<file path="src/rtl/lcd_hd44780_responder.sv">
// HD44780 character-LCD responder: decodes the E/RS/RW/D bus and keeps the DDRAM/CGRAM contents,
// the address counter and the busy flag. A renderer reads the character RAMs through local ports.
module lcd_hd44780_responder #(
    parameter int SYNC_STAGES       = 2,
    parameter int BUSY_CYCLES       = 1850,
    parameter int CLEAR_BUSY_CYCLES = 76000
) (
    input  logic       clk_clk,
    input  logic       reset_reset_n,
    input  logic       lcd_e,
    input  logic       lcd_rs,
    input  logic       lcd_rw,
    input  logic [7:0] lcd_data_i,
    output logic [7:0] lcd_data_o,
    output logic       lcd_data_oe,
    input  logic [6:0] disp_rd_addr,
    output logic [7:0] disp_rd_data,
    input  logic [5:0] cg_rd_addr,
    output logic [7:0] cg_rd_data,
    output logic       busy,
    output logic [6:0] ac,
    output logic       disp_on,
    output logic       cursor_on,
    output logic       blink_on,
    output logic       two_line,
    output logic       four_bit,
    output logic       err_busy_wr
);
    localparam int MAXB = (BUSY_CYCLES > CLEAR_BUSY_CYCLES) ? BUSY_CYCLES : CLEAR_BUSY_CYCLES;
    localparam int CW   = $clog2(MAXB + 1);
    localparam logic [CW-1:0] BUSY_N  = CW'(BUSY_CYCLES);
    localparam logic [CW-1:0] CLEAR_N = CW'(CLEAR_BUSY_CYCLES);

    typedef enum logic [1:0] {S_INIT_CLR, S_IDLE, S_CLR, S_BUSY} state_e;

    // DDRAM is stored linearly (line*40+col); ac keeps the HD44780 address form.
    function automatic logic [6:0] ac2lin(input logic [6:0] a, input logic n);
        logic [7:0] l;
        if (n) l = (a[6] ? 8'd40 : 8'd0) + {2'b00, a[5:0]};
        else   l = {1'b0, a};
        if (l >= 8'd80) l = l - 8'd80;
        return l[6:0];
    endfunction

    function automatic logic [6:0] lin2ac(input logic [6:0] l, input logic n);
        return (n && l >= 7'd40) ? l + 7'd24 : l;
    endfunction

    function automatic logic [6:0] ac_step(input logic [6:0] a, input logic n, input logic cg,
                                           input logic inc);
        logic [6:0] l;
        if (cg) return {1'b0, inc ? a[5:0] + 6'd1 : a[5:0] - 6'd1};
        l = ac2lin(a, n);
        if (inc) l = (l == 7'd79) ? 7'd0 : l + 7'd1;
        else     l = (l == 7'd0) ? 7'd79 : l - 7'd1;
        return lin2ac(l, n);
    endfunction

    logic [SYNC_STAGES-1:0][10:0] sync_q;
    logic       e_s, rs_s, rw_s;
    logic [7:0] d_s;
    logic       e_prev_q, cap_rs_q, cap_rw_q;
    logic [7:0] cap_d_q;

    state_e        state_q, state_d;
    logic [CW-1:0] cnt_q, cnt_d;
    logic [6:0]    fill_q, fill_d, ac_q, ac_d;
    logic          id_q, id_d, cgt_q, cgt_d, dl_q, dl_d, n_q, n_d;
    logic          dsp_q, dsp_d, cur_q, cur_d, blk_q, blk_d, err_q, err_d;
    logic          phase_q, phase_d, oe_q, oe_d;
    logic [3:0]    nib_q, nib_d;
    logic [7:0]    dout_q, dout_d, disp_q, cgrd_q;

    logic [7:0] dd_mem [80];
    logic [7:0] cg_mem [64];
    logic       dd_we, cg_we;
    logic [6:0] dd_wa;
    logic [7:0] dd_wd;

    logic       e_rise, e_fall, act;
    logic [7:0] act_b, rd_val;
    logic [6:0] ac_lin;

    assign {e_s, rs_s, rw_s, d_s} = sync_q[SYNC_STAGES-1];
    assign e_rise = e_s & ~e_prev_q;
    assign e_fall = ~e_s & e_prev_q;
    // In 4-bit mode only the second nibble's falling edge completes a transfer.
    assign act    = e_fall & (dl_q | phase_q);
    assign act_b  = dl_q ? cap_d_q : {nib_q, cap_d_q[7:4]};
    assign ac_lin = ac2lin(ac_q, n_q);
    assign busy   = (state_q != S_IDLE);
    assign rd_val = !rs_s ? {busy, ac_q} : (cgt_q ? cg_mem[ac_q[5:0]] : dd_mem[ac_lin]);

    always_comb begin
        state_d = state_q;  cnt_d = cnt_q;    fill_d  = fill_q;   ac_d  = ac_q;
        id_d    = id_q;     cgt_d = cgt_q;    dl_d    = dl_q;     n_d   = n_q;
        dsp_d   = dsp_q;    cur_d = cur_q;    blk_d   = blk_q;    err_d = err_q;
        phase_d = phase_q;  nib_d = nib_q;    oe_d    = oe_q;     dout_d = dout_q;
        dd_we   = 1'b0;     dd_wa = fill_q;   dd_wd   = 8'h20;    cg_we = 1'b0;

        case (state_q)
            S_INIT_CLR, S_CLR: begin
                dd_we  = 1'b1;
                fill_d = fill_q + 7'd1;
                if (fill_q == 7'd79) begin
                    fill_d = '0;
                    if (state_q == S_CLR) begin
                        state_d = S_BUSY;
                        cnt_d   = CLEAR_N;
                    end else begin
                        state_d = S_IDLE;
                    end
                end
            end
            S_BUSY: begin
                if (cnt_q == '0) state_d = S_IDLE;
                else             cnt_d   = cnt_q - CW'(1);
            end
            default: ;
        endcase

        if (e_rise && rw_s) begin
            oe_d   = 1'b1;
            dout_d = dl_q ? rd_val : (phase_q ? {rd_val[3:0], 4'h0} : {rd_val[7:4], 4'h0});
        end
        if (e_fall) begin
            oe_d    = 1'b0;
            phase_d = dl_q ? 1'b0 : ~phase_q;
            if (!phase_q) nib_d = cap_d_q[7:4];
        end

        if (act) begin
            if (cap_rw_q) begin
                if (cap_rs_q) begin
                    if (busy) err_d = 1'b1;
                    else      ac_d  = ac_step(ac_q, n_q, cgt_q, id_q);
                end
            end else if (busy) begin
                err_d = 1'b1;
            end else begin
                state_d = S_BUSY;
                cnt_d   = BUSY_N;
                if (cap_rs_q) begin
                    if (cgt_q) cg_we = 1'b1;
                    else begin
                        dd_we = 1'b1;
                        dd_wa = ac_lin;
                        dd_wd = act_b;
                    end
                    ac_d = ac_step(ac_q, n_q, cgt_q, id_q);
                end else begin
                    // The entry-mode S bit has no visible effect here, so it is not kept.
                    casez (act_b)
                        8'b1???????: begin ac_d = lin2ac(ac2lin(act_b[6:0], n_q), n_q); cgt_d = 1'b0; end
                        8'b01??????: begin ac_d = {1'b0, act_b[5:0]}; cgt_d = 1'b1; end
                        8'b001?????: begin dl_d = act_b[4]; n_d = act_b[3]; end
                        8'b0001????: if (!act_b[3]) ac_d = ac_step(ac_q, n_q, cgt_q, act_b[2]);
                        8'b00001???: {dsp_d, cur_d, blk_d} = act_b[2:0];
                        8'b000001??: id_d = act_b[1];
                        8'b0000001?: begin ac_d = '0; cgt_d = 1'b0; cnt_d = CLEAR_N; end
                        8'b00000001: begin
                            ac_d = '0; cgt_d = 1'b0; id_d = 1'b1;
                            fill_d = '0; state_d = S_CLR;
                        end
                        default: ;
                    endcase
                end
            end
        end
    end

    always_ff @(posedge clk_clk or negedge reset_reset_n) begin
        if (!reset_reset_n) begin
            sync_q   <= '0;
            e_prev_q <= 1'b0;  cap_rs_q <= 1'b0;  cap_rw_q <= 1'b0;  cap_d_q <= '0;
            state_q  <= S_INIT_CLR;
            cnt_q    <= '0;    fill_q <= '0;      ac_q <= '0;
            id_q     <= 1'b1;  cgt_q  <= 1'b0;    dl_q <= 1'b1;      n_q <= 1'b0;
            dsp_q    <= 1'b0;  cur_q  <= 1'b0;    blk_q <= 1'b0;     err_q <= 1'b0;
            phase_q  <= 1'b0;  nib_q  <= '0;      oe_q <= 1'b0;      dout_q <= '0;
            disp_q   <= '0;    cgrd_q <= '0;
        end else begin
            sync_q   <= {sync_q[SYNC_STAGES-2:0], lcd_e, lcd_rs, lcd_rw, lcd_data_i};
            e_prev_q <= e_s;
            if (e_s) {cap_rs_q, cap_rw_q, cap_d_q} <= {rs_s, rw_s, d_s};
            state_q  <= state_d;  cnt_q <= cnt_d;  fill_q <= fill_d;  ac_q <= ac_d;
            id_q     <= id_d;     cgt_q <= cgt_d;  dl_q <= dl_d;      n_q <= n_d;
            dsp_q    <= dsp_d;    cur_q <= cur_d;  blk_q <= blk_d;    err_q <= err_d;
            phase_q  <= phase_d;  nib_q <= nib_d;  oe_q <= oe_d;      dout_q <= dout_d;
            disp_q   <= (disp_rd_addr < 7'd80) ? dd_mem[disp_rd_addr] : 8'h00;
            cgrd_q   <= cg_mem[cg_rd_addr];
        end
    end

    // Non-blocking writes make a same-cycle local read return the old byte.
    always_ff @(posedge clk_clk) begin
        if (dd_we) dd_mem[dd_wa] <= dd_wd;
        if (cg_we) cg_mem[ac_q[5:0]] <= act_b;
    end

    assign lcd_data_o   = dout_q;
    assign lcd_data_oe  = oe_q;
    assign disp_rd_data = disp_q;
    assign cg_rd_data   = cgrd_q;
    assign ac           = ac_q;
    assign disp_on      = dsp_q;
    assign cursor_on    = cur_q;
    assign blink_on     = blk_q;
    assign two_line     = n_q;
    assign four_bit     = ~dl_q;
    assign err_busy_wr  = err_q;

endmodule
</file>
<file path="config.mk">
export PLATFORM = sky130hd
export DESIGN_NAME = lcd_hd44780_responder
export DESIGN_NICKNAME = d
export VERILOG_FILES = /design/src/rtl/lcd_hd44780_responder.sv
export SDC_FILE = /design/constraint.sdc
export NUM_CORES = 2
export LEC_CHECK = 0
export BUFFER_PORTS_ARGS = -buffer_cell sky130_fd_sc_hd__buf_2
export CAP_MARGIN = 20
export CORE_MARGIN = 5
export CORE_UTILIZATION = 30
export DETAILED_ROUTE_END_ITERATION = 10
export HOLD_SLACK_MARGIN = 0.12
export PLACE_DENSITY_LB_ADDON = 0.15
export SLEW_MARGIN = 0
export SYNTH_ARGS = -nofsm -noshare
export SYNTH_HDL_FRONTEND = slang
export SYNTH_SLANG_ARGS = --single-unit
</file>
<file path="constraint.sdc">
create_clock -name clk_clk -period 4.7 [get_ports clk_clk]
set_input_delay 0.47 -clock clk_clk [delete_from_list [all_inputs] [get_ports clk_clk]]
set_output_delay 0.47 -clock clk_clk [all_outputs]
set_load 0.03 [all_outputs]
</file>
==> impl_metrics.csv <==
group,metric,value,unit
clock_tree,cts_tree,"done",
synth,synthSimpleGateAreaFrac,5.05,%
setup_path,crit_chain,"buf_4, mux2i_4, inv_2, ha_4, ha_1, xor2_1, nor2_1, a21oi_1, inv_1, ha_2, nand4_1, o41ai_4, xnor2_2, inv_2, ha_1, nand2_1, a21oi_2, a21o_1, mux2i_1, nor2b_1, o32a_1, o32a_1",
setup_path,cpPeakStageDelay,580,ps
synth,synth_ff_type,"edfxtp_1",
run_status,outcome,"completed",
floorplan,row_count,164,
place,hpwl,161,mm
floorplan,fp.dieW,457,microns
routing,drt-wirelength-per-cell,35.3,microns
global_route,antenna_found_initial,14,
setup_path,startpoint_type,"flop",
setup_path,critPathMaxFanout,4,
timing,report.final.hold_viol_count,0,
clock_tree,clockRootBuffer,"clkbuf_16",
setup_path,critical_path_class,"flop to flop",
place,gp_congestion,0.901,
finish,final_layout_size_suffix_gt1_share,29.5,%
synth,synth_top_family_by_area,"multiplexers",
routing,num_vias,40700,
floorplan,pin_count,65,
global_route,grt_max_degree,89,
global_route,grt.total_usage,22.7,%
setup_path,critPathCaptureType,"flop",
global_route,grt_pass1_vias,40100,
clock_tree,worstSkewPairLatency,810,ps
synth,ys_seq_area_share,62.2,%
synth,yosys-top-cells-area,"edfxtp_1, mux4_2, dfrtp_1, mux2i_1, nor2_1",
setup_path,cp.required,5370,ps
routing,drtIter0Drc,5575,
synth,netlist_area,59800,sq um
worst_hold_path,hp-class,"input pin to flop",
clock_tree,htreeDepth,4,
synth,synth_compound_area_share,10.3,%
clock_tree,clk_transition_reported_paths,60,ps
place,dp.cells,6604,
routing,routed_wl,243,mm
timing,period_minus_slack,4480,ps
place,port_buffers,64,
synth,synth_edf_count,1152,
synth,synth_adder_area_share,0.481,%
synth,synth_most_common_cell,"edfxtp_1",
global_route,grt.overflow.total,0,
synth,postSynthCellCount,3796,
synth,ys_ff_latch,1256,
timing,fin_hold_ws,261,ps
setup_path,worstPathArrival,5140,ps
synth,synth_xor_area_share,0.493,%
timing,fin_crit_sh,95.2,%
floorplan,die-height,457,microns
pwr,p_total,26.1,mW
routing,dr.pass1.iters,6,
routing,viasPerCell,5.91,
synth,async_reset_ff_share,8.28,%
setup_path,cp_slowest_cell,"dfstp_2",
global_route,grt_pass1_wl,337,mm
routing,ant_nets,0,
pwr,power.leakage,21.1,nW
clock_tree,cts_max_path_buffers,3,
pwr,ir_worst_vdd,0.390,mV
timing,tightest_slew,1250,ps
timing,setup_tns,0,ps
timing,skew,37.9,ps
floorplan,start_util,30.1,%
clock_tree,cts_made_buffers,146,
finish,instances_no_fill,6885,
synth,ys_types,102,
synth,synth_commonest_cells,"edfxtp_1, mux4_2, nor2_1",
finish,nets,4164,
synth,yosysWarnings,0,
routing,drc,0,
clock_tree,clock-sinks,1256,
pwr,power.density,368,nW/um^2
synth,synth_top_area_share,57.8,%
floorplan,die_area,209000,sq um
floorplan,core,199000,sq um
finish,utilization,35.6,%
timing,final_max_slew_viol_count,0,
timing,fmaxAchievable,223,MHz
synth,yosys.area.top_type,"edfxtp_1",
timing,slew-limit-headroom,16.5,%
finish,syn_to_final_growth,18.4,%
timing,setup_viol_count_final,0,
synth,syn-num-nets,3845,
run,drv_cap,0,
synth,syn-mean-instance-area,15.8,sq um
synth,synth_mux_area_share,19.1,%
## critical path: cells and delay by family, from the launching register on
kind	cells	cell delay [ps]
compound gates	6	1500
xor+xnor	2	360
fa+ha+maj	4	730
buf+inv	4	410
flops	1	580
mux	2	380
simple gates	4	390
## where the power goes
group | internal (mW) | switching [mW]
Sequential | 12.6 | 0.0587
Clock | 6.88 | 4.74
Combinational | 0.576 | 1.30
Total | 20.0 | 6.10
## layer usage
| layer | part of all wire [%] | global-route usage [%] |
|---|---|---|
| met2 | 45 | 34.4 |
| met1 | 44 | 33.1 |
| met4 | 3.2 | 7.04 |
| met3 | 8.7 | 4.33 |
| met5 | 0.035 | 0 |
## what timing repair did
item                       in CTS  in global routing
setup buffers                   0                  5
resized for setup               0                 16
setup endpoints to repair       0                  4
hold buffers                   14                  0
hold endpoints to repair       94                  0
## kinds of logic (layout without fill, tap and decap cells)
family,count (synthesis),count (layout)
simple gates,684,684
compound gates,847,847
other cells,0,4
fa+ha+maj,23,23
flops,1256,1256
xor+xnor,29,29
mux,622,622
buf+inv,335,764
## path summary, 6_finish.rpt
kind / start / to / slack, ps / depth (start not counted)
max in group asynchronous: reset_reset_n / ac[2] / 3260 / 3
min in group asynchronous: reset_reset_n / cnt_q[7] / 280 / 2
max: dl_q / ac[4] / 220 / 22
max reg2reg: dl_q / ac[4] / 220 / 22
min: cg_rd_addr[4] / cg_rd_data[0] / 260 / 2
min reg2reg: sync_q[0] / d_s[0] / 350 / 0
## area by class of cell
cell class                 instances  area [sq um]
sequential                      1256         37200
tap                             2656          3320
fill                           18900        128000
multi-input combinational       2205         21500
timing repair buffer             457          3820
inverter                          49           190
clock buffer                     180          3950
antenna                            4          10.0
clock inverter                    78           843
## layout by cell type (no fill, tap or decap), types with 27 or more instances in the layout
cell / synthesis / final
a22oi_1: 150 / 150
nand3_1: 48 / 48
buf_4: 7 / 342
a21oi_1: 151 / 150
clkinv_1: 5 / 36
a22o_1: 41 / 41
buf_2: 81 / 58
edfxtp_1: 1152 / 1152
buf_12: 0 / 36
a31oi_1: 35 / 35
nand2_1: 178 / 177
mux4_2: 404 / 404
mux2i_1: 119 / 118
o21ai_0: 119 / 118
o211ai_1: 27 / 27
inv_1: 37 / 28
mux2_2: 90 / 90
clkbuf_16: 0 / 153
nor3_1: 36 / 36
dfrtp_1: 102 / 97
a221o_1: 27 / 27
a221oi_1: 93 / 93
nor2_1: 305 / 294
## metrics by stage
step                worst slack (ps)  area [sq um]
floorplan                       -117         59900
global route                   -8.56         70900
CTS                             67.5         70700
detailed placement               114         65800
global placement                 153         65800
finish                           224         70900
## registers in the layout, summed over array words and instances (netlist names), 2 cells and up
name	flops
nib_q	4
cap_d_q	8
ac	7
state_q	2
d_s	8
fill_q	7
cnt_q	17
cg_rd_data	8
cg_mem	512
sync_q	11
lcd_data_o	8
dd_mem	640
disp_rd_data	8
Note: power is estimated with default switching activity, not from simulation.
